## src/rtl/spi_pkg.sv

```systemverilog
`default_nettype none
// ============================================================================
//  Module      : spi_pkg
//  Description : Shared SPI datapath types, bit-order constants and helpers.
//  Revision    : 1.0 - initial release
// ============================================================================
package spi_pkg;

    localparam logic MSB_FIRST = 1'b0;
    localparam logic LSB_FIRST = 1'b1;

    typedef enum logic [0:0] {
        IDLE     = 1'b0,
        SHIFTING = 1'b1
    } shiftState_t;

    // Width needed to hold 0..width inclusive; shared with the SPI FSM.
    function automatic int countWidth(input int width);
        return $clog2(width + 1);
    endfunction

endpackage
`default_nettype wire

```

## src/rtl/bit_counter.sv

```systemverilog
`default_nettype none
// ============================================================================
//  Module      : bit_counter
//  Description : Saturating, clearable 0..MAX_COUNT counter with a registered
//                terminal-count pulse.
//  Revision    : 1.0 - initial release
// ============================================================================
module bit_counter
    import spi_pkg::*;
#(
    parameter int MAX_COUNT = 8,
    parameter int CNT_W     = countWidth(MAX_COUNT)
) (
    input  logic             clk,
    input  logic             reset,
    input  logic             clear,
    input  logic             enable,
    input  logic             tick,
    output logic [CNT_W-1:0] count,
    output logic             lastStep,
    output logic             terminal
);

    localparam logic [CNT_W-1:0] c_maxCount  = CNT_W'(MAX_COUNT);
    localparam logic [CNT_W-1:0] c_lastCount = CNT_W'(MAX_COUNT - 1);

    logic w_advance;

    always_comb begin
        w_advance = enable && tick && (count != c_maxCount);
        lastStep  = w_advance && (count == c_lastCount);
    end

    always_ff @(posedge clk or posedge reset) begin
        if (reset) begin
            count    <= '0;
            terminal <= 1'b0;
        end else if (clear) begin
            count    <= '0;
            terminal <= 1'b0;
        end else begin
            if (w_advance) begin
                count <= count + CNT_W'(1);
            end
            terminal <= lastStep;
        end
    end

endmodule
`default_nettype wire

```

## src/rtl/framed_shift_register.sv

```systemverilog
`default_nettype none
// ============================================================================
//  Module      : framed_shift_register
//  Description : Loadable MSB/LSB-first shift register with WIDTH-bit framing.
//  Revision    : 1.0 - initial release
// ============================================================================
module framed_shift_register
    import spi_pkg::*;
#(
    parameter int WIDTH = 8,
    parameter int CNT_W = countWidth(WIDTH)
) (
    input  logic             clk,
    input  logic             reset,
    input  logic             peripheralClkEdge,
    input  logic             parallelLoad,
    input  logic [WIDTH-1:0] parallelDataIn,
    input  logic             serialDataIn,
    input  logic             lsbFirst,
    output logic [WIDTH-1:0] parallelDataOut,
    output logic             serialDataOut,
    output logic [CNT_W-1:0] bitCount,
    output logic             busy,
    output logic             frameDone
);

    shiftState_t      r_state;
    shiftState_t      w_nextState;
    logic [WIDTH-1:0] r_shiftReg;
    logic             r_lsbFirst;
    logic             w_shiftEn;
    logic             w_lastStep;

    assign w_shiftEn = peripheralClkEdge && !parallelLoad;

    always_ff @(posedge clk or posedge reset) begin
        if (reset) begin
            r_shiftReg <= '0;
            r_lsbFirst <= MSB_FIRST;
        end else if (parallelLoad) begin
            r_shiftReg <= parallelDataIn;
            r_lsbFirst <= lsbFirst;
        end else if (w_shiftEn) begin
            if (r_lsbFirst == LSB_FIRST) begin
                r_shiftReg <= {serialDataIn, r_shiftReg[WIDTH-1:1]};
            end else begin
                r_shiftReg <= {r_shiftReg[WIDTH-2:0], serialDataIn};
            end
        end
    end

    always_ff @(posedge clk or posedge reset) begin
        if (reset) begin
            r_state <= IDLE;
        end else begin
            r_state <= w_nextState;
        end
    end

    always_comb begin
        w_nextState = r_state;
        busy        = 1'b0;
        if (parallelLoad) begin
            w_nextState = SHIFTING;
        end else if (w_lastStep) begin
            w_nextState = IDLE;
        end
        if (r_state == SHIFTING) begin
            busy = 1'b1;
        end
    end

    // Counting only runs inside a frame, so idle shifts leave bitCount parked.
    bit_counter #(
        .MAX_COUNT (WIDTH),
        .CNT_W     (CNT_W)
    ) u_bitCounter (
        .clk      (clk),
        .reset    (reset),
        .clear    (parallelLoad),
        .enable   (r_state == SHIFTING),
        .tick     (w_shiftEn),
        .count    (bitCount),
        .lastStep (w_lastStep),
        .terminal (frameDone)
    );

    assign parallelDataOut = r_shiftReg;
    assign serialDataOut   = (r_lsbFirst == LSB_FIRST) ? r_shiftReg[0] : r_shiftReg[WIDTH-1];

endmodule
`default_nettype wire

```

## config.mk

```make
export PLATFORM = sky130hd
export DESIGN_NAME = framed_shift_register
export DESIGN_NICKNAME = d
export VERILOG_FILES = /design/src/rtl/spi_pkg.sv /design/src/rtl/bit_counter.sv /design/src/rtl/framed_shift_register.sv
export SDC_FILE = /design/constraint.sdc
export NUM_CORES = 1
export LEC_CHECK = 0
export CORE_ASPECT_RATIO = 0.9
export CORE_MARGIN = 4
export CORE_UTILIZATION = 43
export DETAILED_ROUTE_END_ITERATION = 10
export GPL_TIMING_DRIVEN = 0
export PLACE_DENSITY = 0.77
export SLEW_MARGIN = 30
export SYNTH_ARGS = -nofsm -noshare
export SYNTH_HDL_FRONTEND = slang
export SYNTH_SLANG_ARGS = --single-unit
```

## constraint.sdc

```tcl
create_clock -name clk -period 1.85 [get_ports clk]
set_clock_uncertainty 0.05 [all_clocks]
set_input_delay 0.185 -clock clk [delete_from_list [all_inputs] [get_ports clk]]
set_output_delay 0.185 -clock clk [all_outputs]
set_load 0.01 [all_outputs]
```

==> out/qor.yml <==
yosysTopAreaCellShare: 0.451
gp_congestion: 0.807
syn_to_final_growth_pct: 40.6
post-dp-hpwl_mm: 1.56
rr_worst_depth: 5
synth_most_common_cell: "dfrtp_1"
drtPass1Iterations: 4
hold_class: "input port to register"
critical_path.max_fanout: 2
die-area_um2: 2700
cts_root_buffer: "clkbuf_4"
period_minus_slack_ns: 1.75
grt_pass1_wl_mm: 3.40
switching_share: 0.275
ys_ff_latch: 15
initial_utilization: 0.475
synth_commonest_cells: "15 x dfrtp_1, 9 x a21o_1, 8 x a211oi_1, 8 x mux2i_1, 8 x nor2_1"
final_hold_viol_count: 0
synthTopCellsByArea: "dfrtp_1 45%, mux2i_1 9.6%, a21o_1 8.1%"
seq_area_frac_synth: 0.451
io_pins: 29
r2r_start: "u_bitCounter.count[0]"
highest_layer: "met4"
holdPathEnd: "r_lsbFirst"
crit_type: "register to primary output"
clock_latency_ns: 0.28
antenna_cells: 0
core_um2: 1750
drc: 0
drive_gt1_frac: 0.100
cp-end-kind: "primary output"
hold-path-cell-count: 2
row_count: 14
wl_mm: 2.07
timing.fmax_ghz: 0.571
drt_iter0_markers: 6
syn-num-nets: 94
vias_per_cell: 5.50
cts_buffers: 3
slew_headroom: 0.619
synth_top_area_cell: "dfrtp_1"
cts_tree: "yes"
drv_cap: 0
synth_cell_type_count: 25
synth-async-reset-ratio: 1.00
ant_nets: 0
wl_met2_mm: 1.05
power_density_nw_per_um2: 660
m1WireLength_um: 880
p_comb_frac: 0.275
die_y_um: 49.7
synthCells: 78
met3WireLength_um: 113
post_drt_wl_per_cell_um: 15.4
numPortBuffers: 27
p_switching_uw: 213
num_vias: 737
setup_viol_count_final: 0
cts_hold_buf: 0
cts_max_level: 1
grt_overflow: 0
cp_data_arrival_time_ns: 1.52
setup_tns_ns: 0
synth-edff-count: 0
synthesis.area_um2: 832
r2r_end: "u_bitCounter.count[1]"
antenna_found_initial: 0
cts.path.max_buffers: 2
postLayoutCoreUtil: 0.668
hp-start: "parallelLoad"
nNetsFinal: 127
track_usage: 0.171
power_frac_clock: 0.233
period_share: 0.946
grt_pass1_vias: 767
grt_max_degree: 16
yosysWarnings: 0
cts_sinks: 15
ys.flop_type: "dfrtp_1"
power.leakage_nw: 0.530
path_clk_slew_ns: 0.09
peakVddDrop_mv: 0.587
die_w_um: 54.4
worst_pin_slew_ns: 0.570
status: "complete, no violations"
slew_viol_final: 0
start_kind: "register"
synth_area_per_cell_um2: 10.7
p_int_uw: 560
required_ns: 1.62
rrSetupSlack_ns: 0.37
rsz0062_at_grt: "no"
p_seq_frac: 0.491
layout by cell type, fill, tap and decap left out, drive strengths merged:
| cell type | instances |
|---|---|
| clkdlybuf4s50 | 27 |
| dfrtp | 15 |
| a21o | 9 |
| mux2i | 8 |
| nor2 | 8 |
| a211oi | 8 |
| clkbuf | 6 |
| buf | 5 |
| inv | 3 |
| a311oi | 2 |
| a41o | 2 |
| mux2 | 2 |
| nand4b | 2 |
| nand2 | 2 |
| ha | 2 |
| a21oi | 2 |
| nand3b | 1 |
| nor2b | 1 |
| nand3 | 1 |
| nor4b | 1 |
| or3b | 1 |
| o21ai | 1 |
| or3 | 1 |
state kept, by name, indices dropped and copies added (netlist names):
signal and count:
r_lsbFirst 1, r_state 1, u_bitCounter.terminal 1, u_bitCounter.count 4, parallelDataOut 8
how the worst max path moves through the flow:
stage / from / endpoint / cells past startpoint
6_report: r_lsbFirst / serialDataOut / 3
4_1_cts: r_lsbFirst / serialDataOut / 3
2_1_floorplan: u_bitCounter.count[0] / u_bitCounter.count[2] / 5
3_5_place_dp: r_lsbFirst / serialDataOut / 3
5_1_grt: r_lsbFirst / serialDataOut / 3
3_3_place_gp: r_lsbFirst / serialDataOut / 3
what timing repair did:
item / 4_1_cts / 5_1_grt
resized for setup: 1 / 0
setup endpoints to repair: 1 / 0
setup buffers: 1 / 0
final cells by class:
class / count / area (um^2)
fill: 133 / 582
clock buffer: 4 / 26.3
inverter: 3 / 11.3
sequential: 15 / 375
multi-input combinational: 54 / 409
timing repair buffer: 28 / 278
tap: 24 / 30.0
buffer: 6 / 40.0
metal layers:
layer,up-vias,track usage
met5,-,0
met4,0,0.0373
met3,2,0.0572
met2,22,0.297
met1,359,0.197
li1,354,-
kinds of logic after synthesis:
family | synth area share
buf+inv | 0.0571
flops | 0.451
fa+ha+maj | 0.0301
simple gates | 0.117
mux | 0.123
compound gates | 0.221
power by group through the flow:
stage	combinational, mW	clock [mW]	sequential (mW)
after detailed placement	0.209	0	0.385
after global placement	0.204	0	0.383
after floorplan	0.100	0	0.390
after global routing	0.231	0.208	0.382
final	0.213	0.180	0.379
after CTS	0.215	0.189	0.379
per-stage QoR:
stage,cell area (um^2),setup WS (ns),hold slack (ns),power (mW),std cells
3_5_place_dp,1130,0.282,0.419,0.594,129
2_1_floorplan,832,0.442,0.0365,0.490,78
5_1_grt,1170,0.0521,0.121,0.821,134
3_3_place_gp,1130,0.301,0.409,0.587,129
4_1_cts,1170,0.0812,0.122,0.782,134
6_report,1170,0.0990,0.125,0.772,134
critical path, stage by stage (launching register included):
cell and delay [ns]:
dfrtp_1 0.35, buf_6 0.10, mux2_2 0.31, clkdlybuf4s50_1 0.47
Power figures use the tool's default switching activity.
